<file path="src/rtl/bus_pkg.sv">
// Shared types and helpers for the system-bus arbiter.
// Latency: none (declarations and combinational helpers only).
// Backpressure: not applicable.
// Contents: arbiter state enum, width limits, select-width helper, rr_pick().
package bus_pkg;

  // Upper bound on masters; the picker works on a vector of this width.
  localparam int MAX_MASTERS = 8;
  localparam int MAX_SEL_W   = 3;

  typedef enum logic [1:0] {
    ST_IDLE  = 2'd0,
    ST_OWNED = 2'd1,
    ST_TURN  = 2'd2
  } arb_state_t;

  // Width of a master index; the per-instance MSEL_W is derived from this.
  function automatic int sel_width(input int n);
    return (n > 1) ? $clog2(n) : 1;
  endfunction

  // Winner = first set bit of req searching upward, with wrap, from last+1.
  // Only the low n bits of req take part. Returns 0 when nothing is set.
  function automatic int rr_pick(input logic [MAX_MASTERS-1:0] req,
                                 input int last, input int n);
    int                   pick;
    logic                 found;
    logic [MAX_SEL_W-1:0] cand;
    pick  = 0;
    found = 1'b0;
    for (int k = 1; k <= MAX_MASTERS; k++) begin
      cand = MAX_SEL_W'((last + k) % n);
      if ((k <= n) && !found && req[cand]) begin
        found = 1'b1;
        pick  = int'(cand);
      end
    end
    return pick;
  endfunction

endpackage

</file>
<file path="src/rtl/rr_priority_enc.sv">
// Masked request picker: round-robin after i_last, or fixed lowest-index-wins.
// Latency: purely combinational.
// Backpressure: none; the caller decides when to act on o_vld/o_idx.
// Ports: i_req/i_mask (N bits), i_last (previous owner) -> o_vld (any eligible),
//        o_idx (winning index).
module rr_priority_enc
  import bus_pkg::*;
#(
  parameter int N       = 2,
  parameter bit RR_MODE = 1'b1,
  parameter int SW      = 1
) (
  input  logic [N-1:0]  i_req,
  input  logic [N-1:0]  i_mask,
  input  logic [SW-1:0] i_last,
  output logic          o_vld,
  output logic [SW-1:0] o_idx
);

  logic [N-1:0]           w_elig;
  logic [MAX_MASTERS-1:0] w_elig_ext;
  int                     w_start;

  assign w_elig     = i_req & ~i_mask;
  assign w_elig_ext = MAX_MASTERS'(w_elig);

  // Fixed priority is the same search started just after the top index,
  // so it always begins at master 0.
  assign w_start = RR_MODE ? int'(i_last) : (N - 1);

  assign o_vld = |w_elig;
  assign o_idx = SW'(rr_pick(w_elig_ext, w_start, N));

endmodule

</file>
<file path="src/rtl/bus_arbiter.sv">
// Shared-bus arbiter: one-hot grant to one of NUM_MASTERS, turnaround cycle, grant watchdog.
// Latency: request sampled in IDLE -> registered grant one cycle later; one idle cycle between owners.
// Backpressure: owner keeps i_breq high for its whole transaction; others simply wait, no pre-emption.
// Ports: i_clk, i_rstn (sync, active low), i_breq -> o_bgrant, o_msel, o_bus_busy,
//        o_timeout_err (1-cycle pulse), o_err_master (held until next timeout).
module bus_arbiter
  import bus_pkg::*;
#(
  parameter int NUM_MASTERS    = 2,
  parameter bit RR_MODE        = 1'b1,
  parameter int TIMEOUT_CYCLES = 256,
  localparam int MSEL_W        = sel_width(NUM_MASTERS)
) (
  input  logic                   i_clk,
  input  logic                   i_rstn,
  input  logic [NUM_MASTERS-1:0] i_breq,
  output logic [NUM_MASTERS-1:0] o_bgrant,
  output logic [MSEL_W-1:0]      o_msel,
  output logic                   o_bus_busy,
  output logic                   o_timeout_err,
  output logic [MSEL_W-1:0]      o_err_master
);

  localparam bit WDOG_EN = (TIMEOUT_CYCLES != 0);
  localparam int CNT_W   = WDOG_EN ? $clog2(TIMEOUT_CYCLES + 1) : 1;

  localparam logic [CNT_W-1:0]  CNT_LAST = WDOG_EN ? CNT_W'(TIMEOUT_CYCLES - 1) : '0;
  localparam logic [CNT_W-1:0]  CNT_MAX  = '1;
  localparam logic [MSEL_W-1:0] LAST_RST = MSEL_W'(NUM_MASTERS - 1);

  arb_state_t             r_state;
  logic [NUM_MASTERS-1:0] r_bgrant;
  logic                   r_bus_busy;
  logic [MSEL_W-1:0]      r_msel;
  logic [MSEL_W-1:0]      r_last_owner;
  logic [CNT_W-1:0]       r_cnt;
  logic [NUM_MASTERS-1:0] r_mask;
  logic                   r_timeout_err;
  logic [MSEL_W-1:0]      r_err_master;

  logic                   w_win_vld;
  logic [MSEL_W-1:0]      w_win_idx;
  logic [NUM_MASTERS-1:0] w_win_onehot;
  logic                   w_owner_req;
  logic                   w_expired;

  rr_priority_enc #(
    .N       (NUM_MASTERS),
    .RR_MODE (RR_MODE),
    .SW      (MSEL_W)
  ) u_pick (
    .i_req  (i_breq),
    .i_mask (r_mask),
    .i_last (r_last_owner),
    .o_vld  (w_win_vld),
    .o_idx  (w_win_idx)
  );

  assign w_win_onehot = NUM_MASTERS'(1) << w_win_idx;

  // While OWNED, r_msel is the owner.
  assign w_owner_req = i_breq[r_msel];
  assign w_expired   = WDOG_EN && (r_cnt == CNT_LAST);

  always_ff @(posedge i_clk) begin
    if (!i_rstn) begin
      r_state       <= ST_IDLE;
      r_bgrant      <= '0;
      r_bus_busy    <= 1'b0;
      r_msel        <= '0;
      r_last_owner  <= LAST_RST;
      r_cnt         <= '0;
      r_mask        <= '0;
      r_timeout_err <= 1'b0;
      r_err_master  <= '0;
    end else begin
      r_timeout_err <= 1'b0;
      // A mask bit only survives while its master keeps requesting.
      r_mask        <= r_mask & i_breq;

      case (r_state)
        ST_IDLE: begin
          if (w_win_vld) begin
            r_bgrant     <= w_win_onehot;
            r_bus_busy   <= 1'b1;
            r_msel       <= w_win_idx;
            r_last_owner <= w_win_idx;
            r_cnt        <= '0;
            r_state      <= ST_OWNED;
          end
        end

        ST_OWNED: begin
          // A voluntary release takes precedence over an expiry on the same cycle.
          if (!w_owner_req) begin
            r_bgrant   <= '0;
            r_bus_busy <= 1'b0;
            r_state    <= ST_TURN;
          end else if (w_expired) begin
            r_bgrant      <= '0;
            r_bus_busy    <= 1'b0;
            r_timeout_err <= 1'b1;
            r_err_master  <= r_msel;
            // r_bgrant is the owner's one-hot; lock it out until it drops breq.
            r_mask        <= (r_mask & i_breq) | r_bgrant;
            r_state       <= ST_TURN;
          end else if (r_cnt != CNT_MAX) begin
            r_cnt <= r_cnt + CNT_W'(1);
          end
        end

        ST_TURN: begin
          r_state <= ST_IDLE;
        end

        default: begin
          r_state <= ST_IDLE;
        end
      endcase
    end
  end

  assign o_bgrant      = r_bgrant;
  assign o_msel        = r_msel;
  assign o_bus_busy    = r_bus_busy;
  assign o_timeout_err = r_timeout_err;
  assign o_err_master  = r_err_master;

  a_grant_onehot : assert property (@(posedge i_clk) disable iff (!i_rstn) $onehot0(r_bgrant));
  a_busy_match   : assert property (@(posedge i_clk) disable iff (!i_rstn) r_bus_busy == (|r_bgrant));

endmodule

</file>
<file path="config.mk">
export PLATFORM = sky130hd
export DESIGN_NAME = bus_arbiter
export DESIGN_NICKNAME = d
export VERILOG_FILES = /design/src/rtl/bus_pkg.sv /design/src/rtl/rr_priority_enc.sv /design/src/rtl/bus_arbiter.sv
export SDC_FILE = /design/constraint.sdc
export NUM_CORES = 1
export LEC_CHECK = 0
export ABC_AREA = 1
export CORE_MARGIN = 2
export CORE_UTILIZATION = 44
export CTS_BUF_LIST = sky130_fd_sc_hd__clkbuf_8
export DETAILED_ROUTE_END_ITERATION = 7
export SLEW_MARGIN = 0
export SYNTH_ARGS = -nofsm -noshare
export SYNTH_HDL_FRONTEND = slang
export SYNTH_SLANG_ARGS = --single-unit
</file>
<file path="constraint.sdc">
create_clock -name i_clk -period 2.6 [get_ports i_clk]
set_input_delay 0.39 -clock i_clk [delete_from_list [all_inputs] [get_ports i_clk]]
set_output_delay 0.39 -clock i_clk [all_outputs]
set_load 0.005 [all_outputs]
</file>
# == After elaboration in Yosys (flattened, before gate mapping) ==
# Index checks and enable logic that the tools add are counted.
# word_totals
regBits,20
mem_bits_ro,0
mem_bits_rw,0
n_memories,0
latchBits,0
# op_classes
n_addsub,3
muxes,30
mul,0
n_eq_ne,8
n_div,0
reduce_logical,11
bitwise,6
n_shift,1
n_lt_le_gt_ge,3
# op_table
op,n
$mux W9,4
$mux W2,9
$pmux W9 S2,1
$mux W1,11
$add A9 B1 Y9 const B,1
$eq A9 B8 Y1 const B,1
$ne A9 B9 Y1 const B,1
$reduce_and A3 Y1,3
$lt A3 B4 Y1 const B,2
$pmux W2 S2,2
$ne A2 B2 Y1 const B,3
$reduce_and A5 Y1,1
$and A2 B2 Y2,2
$bmux W1 S2,2
$reduce_and A2 Y1,2
$ne A3 B3 Y1 const B,1
$add A1 B1 Y1 const B,2
$and A1 B1 Y1 const A,2
$eq A2 B1 Y1 const B,1
$logic_not A2 Y1,1
$lt A1 B2 Y1 const B,1
$ne A2 B1 Y1 const B,1
$not A2 Y2,1
$or A2 B2 Y2,1
6 further kinds,6

# == Longest topological paths before layout ==
# Gate-level depths: netlist of the first run.
# depth
depth_word,11
mapped_depth,14
ltp_nobuf,14

# == Hierarchy ==
# A second synthesis of the first run with hierarchy kept.
# hier_totals
hier_cells,141
hier_area_um2,1043.5
# by_module_without_submodules
mod,area_each_um2,instances,seq_area_each_um2,cells_each
bus_arbiter,1011.0,1,400.4,133
rr_priority_enc,32.5,1,0.0,8

# == Worst setup path after synthesis of the first run ==
# No wires, ideal clock.
# synth_timing
path_kind,register to register
from,register r_cnt[0]
to,register r_cnt[4]
path_stages_with_launch,14
synth_period_minus_slack_ns,1.828
arrival_ns,1.713
setup_time_ns,0.115
required_ns,2.485
setup_slack_ns,0.772
path_cell_list,dfxtp_1 > ha_1 > nand2_1 > nor3_1 > and3_1 > ha_1 > inv_1 > nand2_1 > nor2_1 > nand2_2 > nand2_4 > buf_6 > a21oi_1 > nor2_1
# synth_between
elab_chain_cells,5
elab_cells_between_ends,10
classes_between,add/sub (1); eq/ne (4); mux (4); reduce/logical (1)
# synth_rtl
item,line_no,text
start: declaration,bus_arbiter.sv:36,logic [CNT_W-1:0] r_cnt;
start signal: assignment,bus_arbiter.sv:108,r_cnt <= r_cnt + CNT_W'(1);
$add A9 B1 Y9,bus_arbiter.sv:108,
$mux W9,bus_arbiter.sv:107,end else if (r_cnt != CNT_MAX) begin
$mux W9,bus_arbiter.sv:99,end else if (w_expired) begin
$mux W9,bus_arbiter.sv:95,if (!w_owner_req) begin
$pmux W9 S2,bus_arbiter.sv:81,case (r_state)
# Several ways; a longest one is shown, not always the timed one. The select of a mux whose other input is x is not followed.
# A chain may end at the register's enable or synchronous reset.

# == Worst setup path after layout of the first run ==
# layout_timing
from,register r_cnt[0]
to,register r_cnt[7]
# The elaborated chain is that of the path after synthesis.

==> summary.md, run 1 <==
| Metric | Value |
|---|---|
| Metal3 WL | `42 um` |
| Core utilization of the finished layout | `56.25%` |
| Netlist area before placement | `958.4 sq um` |
| Cell class contributing the biggest share of worst-path delay | `simple AND/OR/NAND/NOR gates` |
| Via count of the first global-routing pass | `775` |
| Number of maximum-capacitance constraint violations | `0` |
| Power per standard cell area | `605.4 nW/um^2` |
| CTS clock-pin slew for the worst setup and hold paths | `80 ps` |
| 1st-pass router iterations | `4` |
| Tot GR Track Use | `17.31%` |
| Final #Nets | `155` |
| Worst Skew | `2.979 ps` |
| Largest vdd supply drop | `0.4119 mV` |
| CTS tree | `built` |
| Height of the chip | `50.67 um` |
| Remaining number of nets flagged by the antenna check after routing | `0` |
| Synthesized area divided by synthesized cell count | `7.152 sq um` |
| Routed wire length on met2 | `684 um` |
| Die Area | `2567 sq um` |
| Number of vias after detailed routing | `831` |
| Dominant combinational cell family by area after synthesis | `simple AND/OR/NAND/NOR gates` |
| Hold Fails Final Rpt | `0` |
| Number of setup violations in the final report | `0` |
| Leftover overflow at the end of global routing | `0` |
| Maximum number of buffers from clock root to sink | `2` |
| Internal power consumption | `0.0004981 W` |
| Most area-hungry cell type in the Yosys netlist | `dfxtp_1` |
| Routed length per instance | `10.48 um` |
| Critical Path Slowest Stage Cell | `dfxtp_1` |
| Min-delay src | `r_mask[1]` |
| Number of DRC markers after the initial detailed-route iteration | `19` |
| Sequential element share of the synthesized area | `41.78%` |
| Horizontal die dimension | `50.67 um` |
| Worst slack, placed | `595.9 ps` |
| Routability Congestion | `0.8614` |
| Area Growth Syn to Fin | `17.49%` |
| Critical-path maximum fanout | `5` |
| Worst-Skew Late Latency | `260 ps` |
| Number of DRC violations after detailed routing | `0` |
| Post-Syn Nets | `142` |
| Final instance area | `1126 sq um` |
| Setup repair after global routing missed its margin | `no` |
| WHS Path Cells | `2` |
| Num Clock Sinks | `20` |
| Clock period minus final worst setup slack | `2011 ps` |
| Accumulated negative setup slack | `0 ps` |
| Area after DPL | `1071 sq um` |
| Worst setup EP type | `flop` |
| Reg power frac | `48.7%` |
| Data required, critical path | `2800 ps` |
| Relative slew margins | `79.13%` |
| Multi-input gate area | `479.2 sq um` |
| Crit Path Category | `flop to flop` |
| Sequential cell area | `400.4 sq um` |
| Post-synthesis share of cell area spent on xor and xnor gates | `0%` |
| Top routing layer used | `met4` |
| Buffers and inverters on the worst path | `2` |
| Effective utilization at floorplan | `47.87%` |
| Routed wire length | `1813 um` |
| Comb pwr share | `16.0%` |
| Row count | `16` |
| Sequence of cells on the critical path | `ha_1 > nand2_1 > nor3_1 > and3_1 > ha_1 > inv_1 > nand2_1 > nor2_1 > nand2_2 > nand3_2 > nand2_2 > inv_1 > nor2_1` |
| CTS root buffer | `clkbuf_8` |
| Core Region | `2002 sq um` |
| Maximum number of pins on one net before global-route repair | `14` |
| Switching Power | `0.0001836 W` |
| PnR worst setup slack | `589.2 ps` |
| Synth Area in Adders | `5.222%` |
| Sink of the worst hold path | `r_mask[1]` |
| Cts bufs inserted | `3` |
| Distinct cell type count after synthesis | `20` |
| Nature of the critical path startpoint | `flop` |
| Max Clk Rate | `497.3 MHz` |
| Wire length on met1 | `1050 um` |
| Result of the run | `finished, final reports clean` |
| Wire length of the first global-routing pass | `3394 um` |
| Quantity of gates resized following cts | `0` |
| Number of buffers inserted by post-CTS setup repair | `0` |
| H-tree Lvls | `1` |
| Compound-cell area share of the yosys netlist | `7.833%` |
| Flops & latches, synth | `20` |
| Most area-consuming cells after synthesis | `dfxtp_1 42%, nand2_1 14%, nand3_1 6.8%` |
| Period Utilization, post-route | `77.34%` |
| Diode count | `0` |
| Clock network fraction of total power | `35.3%` |
| Port-buffer cells | `9` |
| Switching fraction of total power | `26.94%` |
| Worst r2r dst | `r_cnt[7]` |
| Detail Placement HPWL | `1410 um` |
| Endpoint arrival time on the critical path | `2210 ps` |
| Slew @ Worst Pin | `310.6 ps` |
| Leakage power figure | `0.4683 nW` |
| Fin. max-slew vios | `0` |
| Cell depth of the worst flop-to-flop path | `13` |
| Slack of the worst reg-to-reg path | `590 ps` |
| Mux share of post-synthesis cell area | `0%` |
| Worst R2R Start | `r_cnt[0]` |
| Crit-path max cell delay | `370 ps` |
| Boundary pin count | `10` |
| Count of yosys warnings during synthesis | `0` |
| Number of antenna violations at the first check in global routing | `0` |
| Fraction of final layout cells with drive strength greater than 1 | `10.96%` |
| Sum of internal, switching and leakage power | `0.0006817 W` |
| Avg Vias per Cell | `4.803` |
| Post-Synthesis Cells | `134` |
| Share of the synthesized area in the top cell type | `41.78%` |
| Synth Area in Simple Gates | `36.95%` |
| Total of hold buffers inserted after clock tree synthesis | `0` |
| Layout filler cell count | `196` |
| Min-Delay Path Class | `flop to flop` |
synthesized netlist by cell type:
cell type	instances
nand2_1	35
dfxtp_1	20
inv_1	15
nand3_1	13
nor2_1	13
a21oi_1	12
ha_1	4
inv_2	3
nand2_2	3
nor3_1	3
nand2_4	2
nor2_2	2
o21ai_1	2
and3_1	1
buf_6	1
nand3_2	1
nand4_1	1
nor2_4	1
o21ai_0	1
or2_1	1
layout by cell type, fill, tap and decap left out:
cell             synthesis  routed
or2_1                    1       1
clkdlybuf4s50_1          0       9
nor2_2                   2       2
nand3_1                 13      13
nor2_1                  13      13
nand2_4                  2       2
nor3_1                   3       3
and3_1                   1       1
nand3_2                  1       1
ha_1                     4       4
dfxtp_1                 20      20
inv_2                    3       3
nand4_1                  1       1
o21ai_0                  1       1
nand2_2                  3       3
clkbuf_8                 0       4
inv_1                   15      15
o21ai_1                  2       2
nor2_4                   1       1
a21oi_1                 12      12
nand2_1                 35      35
worst register-to-register path, stage by stage (launching register included):
cell and delay (ps):
dfxtp_1 370, ha_1 180, nand2_1 90, nor3_1 260
and3_1 260, ha_1 160, inv_1 50, nand2_1 50
nor2_1 40, nand2_2 90, nand3_2 120, nand2_2 120
inv_1 60, nor2_1 90
power by group through the flow:
stage	clock [W]	combinational [W]	sequential (W)
floorplan	0	0.0000788	0.000338
global placement	0	0.000108	0.000339
detailed placement	0	0.000108	0.000340
CTS	0.000246	0.000109	0.000333
global route	0.000255	0.000123	0.000335
finish	0.000241	0.000109	0.000332
metrics by stage:
stage	cells	hold WS [ps]
5_1_grt	173	497.7
6_report	173	467.3
4_1_cts	173	463.6
3_3_place_gp	169	446.3
3_5_place_dp	169	452.9
2_1_floorplan	134	436.3
worst max path at each step:
stage	startpoint	end	slack [ps]	cells past startpoint
4_1_cts	r_cnt[0]	r_cnt[7]	580	13
3_5_place_dp	r_cnt[0]	r_cnt[7]	600	13
3_3_place_gp	r_cnt[0]	r_cnt[3]	680	14
5_1_grt	r_cnt[0]	r_cnt[5]	260	13
6_report	r_cnt[0]	r_cnt[7]	590	13
2_1_floorplan	r_cnt[0]	r_cnt[4]	770	13
routing by layer:
| metal | GRT usage (%) | vias to the layer above |
|---|---|---|
| li1 | - | 451 |
| met1 | 26.77 | 363 |
| met2 | 23.03 | 12 |
| met3 | 2.679 | 5 |
| met4 | 8.108 | 0 |
| met5 | 0 | - |
final cells by class:
class / count / share of cell area (%)
Timing Repair Buffer: 9 / 8.000
Multi-Input combinational cell: 95 / 42.56
Inverter: 18 / 6.000
Tap cell: 27 / 3.000
Clock buffer: 4 / 4.889
Sequential cell: 20 / 35.56
kinds of logic after synthesis:
logic type | after synthesis
compound gates | 15
fa+ha+maj | 4
buf+inv | 19
flops | 20
simple gates | 76
sequential cells by signal, indices dropped and copies added (netlist names), 2 cells and up:
| name | count |
|---|---|
| r_state | 2 |
| r_mask | 2 |
| r_cnt | 9 |
| o_bgrant | 2 |
Note: power is estimated with default switching activity, not from simulation.
==> run 2, diff against run 1 <==
--- a/config.mk
+++ b/config.mk
@@ -10,6 +10,7 @@
 export CORE_UTILIZATION = 44
 export CTS_BUF_LIST = sky130_fd_sc_hd__clkbuf_8
 export DETAILED_ROUTE_END_ITERATION = 7
+export PLACE_DENSITY = 0.67
 export SLEW_MARGIN = 0
 export SYNTH_ARGS = -nofsm -noshare
 export SYNTH_HDL_FRONTEND = slang
==> constraint.sdc (replaced) <==
create_clock -name i_clk -period 1.7 [get_ports i_clk]
set_input_delay 0.255 -clock i_clk [delete_from_list [all_inputs] [get_ports i_clk]]
set_output_delay 0.255 -clock i_clk [all_outputs]
set_load 0.005 [all_outputs]
==> run 2 against run 1 <==
Net effect: worst hold slack worse by 8.4 ps; sequential share of layout area is 5.2 points lower; register-to-register slack worse by 580 ps; sequential power is 54% higher; cell count is 5.2% higher; non-clock buffer count is 8 higher; clock-buffer cell count is 1 lower; maximum frequency is 19% higher; critical endpoint is now r_cnt[3]; clock power is 95% higher; flip-flop and latch count stayed put; setup slack worse by 580 ps; die area stayed put.
==> summary.md, run 2 (synthesis gave the netlist of run 1 again) <==
| Metric | Value |
|---|---|
| Result of the run | `finished, final reports clean` |
| Crit-path max cell delay | `360 ps` |
| Area Growth Syn to Fin | `38.64%` |
| Leakage power figure | `0.5609 nW` |
| Sink of the worst hold path | `r_mask[1]` |
| Leading cell types in the layout, fill and taps excluded | `28 x nand2_1, 18 x dfxtp_1, 13 x inv_1` |
| Total of hold buffers inserted after clock tree synthesis | `0` |
| Maximum number of pins on one net before global-route repair | `13` |
| CTS root buffer | `clkbuf_8` |
| Clock period minus final worst setup slack | `1692 ps` |
| Min-delay src | `r_mask[1]` |
| WHS Path Cells | `2` |
| PnR worst setup slack | `7.621 ps` |
| Routed wire length | `1977 um` |
| Number of DRC violations after detailed routing | `0` |
| Cts bufs inserted | `3` |
| Number of antenna violations at the first check in global routing | `0` |
| Via count of the first global-routing pass | `809` |
| Relative slew margins | `80.52%` |
| Final-layout worst hold slack | `458.9 ps` |
| Avg Vias per Cell | `4.808` |
| Port-buffer cells | `9` |
| Routability Congestion | `0.7691` |
| Hold Fails Final Rpt | `0` |
| Leftover overflow at the end of global routing | `0` |
| Wire length of the first global-routing pass | `3367 um` |
| Slack of the worst reg-to-reg path | `8 ps` |
| Flip-flop count of the largest register after layout | `9` |
| Cell repeated most along the worst path | `nand2_4` |
| H-tree Lvls | `1` |
| Nature of the critical path startpoint | `flop` |
| Critical Path Slowest Stage Cell | `dfxtp_2` |
| Power per standard cell area | `894.7 nW/um^2` |
| Height of the chip | `50.67 um` |
| Largest vdd supply drop | `0.6418 mV` |
| Worst-Skew Late Latency | `260 ps` |
| Most common cell after layout, fill and taps aside | `nand2_1` |
| CTS tree | `built` |
| Worst r2r dst | `r_cnt[3]` |
| Sequence of cells on the critical path | `ha_4 > nand2_4 > nor3_4 > and3_4 > ha_4 > inv_1 > nand2_2 > nor2_2 > nand2_4 > nand3_4 > nand2_4 > nand2_1 > nor2_1` |
| Routed length per instance | `10.86 um` |
| Horizontal die dimension | `50.67 um` |
| Die Area | `2567 sq um` |
| Worst setup EP type | `flop` |
| Fin. max-slew vios | `0` |
| Maximum number of buffers from clock root to sink | `2` |
| Number of maximum-capacitance constraint violations | `0` |
| Number of DRC markers after the initial detailed-route iteration | `9` |
| Remaining number of nets flagged by the antenna check after routing | `0` |
| Period Utilization, post-route | `99.55%` |
| Tot GR Track Use | `17.68%` |
| Diode count | `0` |
| Cell depth of the worst flop-to-flop path | `13` |
| Top reg by flops | `r_cnt` |
| 1st-pass router iterations | `4` |
| Slew @ Worst Pin | `289.9 ps` |
| Sum of internal, switching and leakage power | `0.001189 W` |
| Boundary pin count | `10` |
| Min-Delay Path Class | `flop to flop` |
| Crit Path Category | `flop to flop` |
| Number of vias after detailed routing | `875` |
| Layout filler cell count | `182` |
| Worst slack, placed | `-28.74 ps` |
| CTS clock-pin slew for the worst setup and hold paths | `80 ps` |
| Setup repair after global routing missed its margin | `yes` |
| Fraction of final layout cells with drive strength greater than 1 | `29.03%` |
| Number of setup violations in the final report | `0` |
| Final #Nets | `164` |
| Max Clk Rate | `590.9 MHz` |
| Num Clock Sinks | `20` |
| Endpoint arrival time on the critical path | `1890 ps` |
| Data required, critical path | `1900 ps` |
| Row count | `16` |
| Critical-path maximum fanout | `5` |
| Core Region | `2002 sq um` |
| Detail Placement HPWL | `1480 um` |
| Worst R2R Start | `r_cnt[0]` |
| Worst Skew | `3.100 ps` |
| Effective utilization at floorplan | `47.87%` |
-- run 2: cell count changes in the layout (fill, tap and decap cells not counted), moves of 2 or more --
| cell | previous run | this run |
|---|---|---|
| buf_4 | 0 | 8 |
| dfxtp_1 | 20 | 18 |
| dfxtp_2 | 0 | 2 |
| ha_1 | 4 | 1 |
| ha_4 | 0 | 3 |
| inv_1 | 15 | 13 |
| inv_2 | 3 | 5 |
| nand2_1 | 35 | 28 |
| nand2_2 | 3 | 7 |
| nand2_4 | 2 | 6 |
| nor2_1 | 13 | 11 |
-- run 2: metrics by stage --
step           std cells  setup TNS [ps]  instance area (sq um)  util [%]
5_1_grt              182          -852.5                   1329     66.38
2_1_floorplan        134          -26.08                   1013         -
6_report             182               0                   1329     66.38
3_5_place_dp         176          -103.0                   1179     58.88
3_3_place_gp         176               0                   1179     58.88
4_1_cts              181          -223.3                   1284     64.13
-- run 2: area by class of cell --
| class | instances | area, sq um | area share, % |
|---|---|---|---|
| repair buffers | 17 | 150.1 | 11.30 |
| clock buffers | 3 | 41.29 | 3.107 |
| well taps | 27 | 33.78 | 2.542 |
| flip-flops and latches | 20 | 402.9 | 30.32 |
| clock inverters | 1 | 30.03 | 2.260 |
| multi-input cells | 96 | 603.1 | 45.39 |
| inverters | 18 | 67.56 | 5.085 |
-- run 2: critical path, delay by kind of cell, from the launching register on --
| kind | cells | cell delay, ps |
|---|---|---|
| simple gates | 10 | 960 |
| flops | 1 | 360 |
| fa+ha+maj | 2 | 270 |
| buf+inv | 1 | 40 |
-- run 2: report_power, final --
| part | switching [W] | internal [W] |
|---|---|---|
| Sequential | 0.0000181 | 0.000492 |
| Clock | 0.000156 | 0.000314 |
| Combinational | 0.000124 | 0.0000838 |
-- run 2: layer usage --
| layer | vias up | part of all wire, % | wire, um | global-route usage (%) |
|---|---|---|---|---|
| met5 | - | 0 | 0 | 0 |
| met4 | 0 | 1.4 | 27 | 10.81 |
| met3 | 4 | 3.0 | 59 | 4.167 |
| met2 | 9 | 50 | 997 | 30.70 |
| met1 | 394 | 45 | 893 | 19.29 |
| li1 | 468 | - | - | - |
-- run 2: worst max-delay path by stage --
stage,start,end,slack (ps),depth (start not counted)
finish,r_cnt[0],r_cnt[3],8,13
global route,r_cnt[0],r_cnt[5],-130,13
CTS,r_cnt[0],r_cnt[5],-30,13
detailed placement,r_cnt[0],r_cnt[5],-30,13
global placement,r_cnt[0],r_cnt[3],30,14
floorplan,r_cnt[0],r_cnt[4],-20,13
-- run 2: what timing repair did --
action,CTS,global route
pin swaps,2,1
resized for setup,7,11
buffers inserted,0,1
cloned,1,0
endpoints found under the setup margin,7,15
==> run 3, diff against run 2 <==
--- a/config.mk
+++ b/config.mk
@@ -6,11 +6,12 @@
 export NUM_CORES = 1
 export LEC_CHECK = 0
 export ABC_AREA = 1
+export CAP_MARGIN = 20
 export CORE_MARGIN = 2
-export CORE_UTILIZATION = 44
+export CORE_UTILIZATION = 50
 export CTS_BUF_LIST = sky130_fd_sc_hd__clkbuf_8
 export DETAILED_ROUTE_END_ITERATION = 7
-export PLACE_DENSITY = 0.67
+export PLACE_DENSITY = 0.75
 export SLEW_MARGIN = 0
 export SYNTH_ARGS = -nofsm -noshare
 export SYNTH_HDL_FRONTEND = slang
==> run 3 against run 2 <==
Net effect: cell count is the same; the flow now finishes with violations (setup timing); first-iteration DRC count increased to 3.2 times the previous value; register-to-register slack got worse by 110 ps; critical path depth unchanged.
==> summary.md, run 3 (synthesis gave the netlist of run 1 again) <==
| Metric | Value |
|---|---|
| Maximum number of buffers from clock root to sink | `2` |
| Period Utilization, post-route | `106.1%` |
| Horizontal die dimension | `47.78 um` |
| 1st-pass router iterations | `4` |
| Worst Skew | `3.846 ps` |
| Detail Placement HPWL | `1531 um` |
| Nature of the critical path startpoint | `flop` |
| Slew @ Worst Pin | `239.4 ps` |
| Most common cell after layout, fill and taps aside | `nand2_1` |
| Effective utilization at floorplan | `54.33%` |
| Sequence of cells on the critical path | `ha_4 > nand2_4 > nor3_4 > and3_4 > ha_4 > inv_2 > nand2_2 > nor2_2 > nand2_4 > nand3_4 > nand2_4 > nand2_1 > nor2_1` |
| Wire length of the first global-routing pass | `3284 um` |
| Boundary pin count | `10` |
| CTS root buffer | `clkbuf_8` |
| Crit-path max cell delay | `360 ps` |
| Number of setup violations in the final report | `9` |
| Avg Vias per Cell | `5.110` |
| Leading cell types in the layout, fill and taps excluded | `29 x nand2_1, 18 x dfxtp_1, 12 x inv_1, 12 x nor2_1, 11 x nand3_1` |
| CTS tree | `built` |
| CTS clock-pin slew for the worst setup and hold paths | `80 ps` |
| Area after DPL | `1184 sq um` |
| Fraction of final layout cells with drive strength greater than 1 | `30.57%` |
| Worst-Skew Late Latency | `260 ps` |
| Diode count | `0` |
| Maximum number of pins on one net before global-route repair | `13` |
| Routed wire length | `2235 um` |
| Via count of the first global-routing pass | `815` |
| Cell class contributing the biggest share of worst-path delay | `simple AND/OR/NAND/NOR gates` |
| Critical Path Slowest Stage Cell | `dfxtp_2` |
| PnR worst setup slack | `-104.2 ps` |
| Data required, critical path | `1900 ps` |
| Number of antenna violations at the first check in global routing | `0` |
| Cts bufs inserted | `3` |
| Num Clock Sinks | `20` |
| Relative slew margins | `83.91%` |
| Buffers and inverters on the worst path | `1` |
| Largest vdd supply drop | `0.6359 mV` |
| Number of vias after detailed routing | `930` |
| Port-buffer cells | `9` |
| Leakage power figure | `0.5733 nW` |
| Area Growth Syn to Fin | `40.34%` |
| Max Clk Rate | `554.3 MHz` |
| Violations in the final reports | `setup timing` |
| H-tree Lvls | `1` |
| Cell repeated most along the worst path | `nand2_4` |
| Height of the chip | `47.78 um` |
| Critical-path maximum fanout | `5` |
| Leftover overflow at the end of global routing | `0` |
| Number of maximum-capacitance constraint violations | `0` |
| Core Region | `1764 sq um` |
| Hold Fails Final Rpt | `0` |
| Tot GR Track Use | `20.96%` |
| Crit Path Category | `flop to flop` |
| Remaining number of nets flagged by the antenna check after routing | `0` |
| Total of hold buffers inserted after clock tree synthesis | `0` |
| Min-Delay Path Class | `flop to flop` |
| Sum of internal, switching and leakage power | `0.001196 W` |
| Row count | `15` |
| Worst setup EP type | `flop` |
| Setup repair after global routing missed its margin | `yes` |
| Number of DRC violations after detailed routing | `0` |
| Endpoint arrival time on the critical path | `2000 ps` |
| Number of DRC markers after the initial detailed-route iteration | `29` |
| Die Area | `2283 sq um` |
| Top reg by flops | `r_cnt` |
| Worst slack, placed | `-19.43 ps` |
| Power per standard cell area | `889.4 nW/um^2` |
| Final #Nets | `166` |
| Routability Congestion | `0.7513` |
| Routed length per instance | `12.28 um` |
| Fin. max-slew vios | `0` |
| Final instance area | `1345 sq um` |
| Result of the run | `finished, violations left` |
| Flip-flop count of the largest register after layout | `9` |
| Clock period minus final worst setup slack | `1804 ps` |
## run 3: per-layer routing
layer | up-vias | share of wire [%] | track usage, %
li1 | 475 | - | -
met1 | 434 | 41 | 22.86
met2 | 17 | 54 | 38.40
met3 | 4 | 3.1 | 4.528
met4 | 0 | 1.1 | 9.189
met5 | - | 0 | 0
## run 3: worst paths after layout
kind | from | to | slack (ps) | cells after the start
min | o_bus_busy | o_bus_busy | 470 | 2
max | r_cnt[1] | r_cnt[6] | -100 | 13
max reg2reg | r_cnt[1] | r_cnt[6] | -100 | 13
min reg2reg | o_bus_busy | o_bus_busy | 470 | 2
## run 3: through the flow
stage | instances | setup TNS [ps] | utilization [%] | hold WS (ps)
after floorplan | 134 | -26.08 | - | 341.6
after global placement | 175 | 0 | 67.09 | 447.9
after detailed placement | 175 | -53.25 | 67.09 | 455.6
after CTS | 181 | -276.9 | 73.48 | 466.7
after global routing | 182 | -1490 | 76.24 | 497.2
final | 182 | -653.2 | 76.24 | 467.6
## run 3: worst min-delay path, stage by stage, from the launching register on
cell     delay (ps)
dfxtp_1         310
nand2_1          60
a21oi_1          50
## run 3: final cells by class
type	instances	area, sq um
multi-input combinational	96	606.8
fill	131	419.2
sequential	20	402.9
timing repair buffer	19	165.2
inverter	18	67.56
clock buffer	3	41.29
tap	25	31.28
clock inverter	1	30.03
## run 3: power by group
part           internal [W]  switching, W
clock              0.000314      0.000159
combinational     0.0000855      0.000128
sequential         0.000492     0.0000172
## run 3: timing repair
item,in CTS,in global routing
resized for setup,7,12
cloned,1,0
pin swaps,1,14
buffers inserted,1,1
endpoints found under the setup margin,7,15
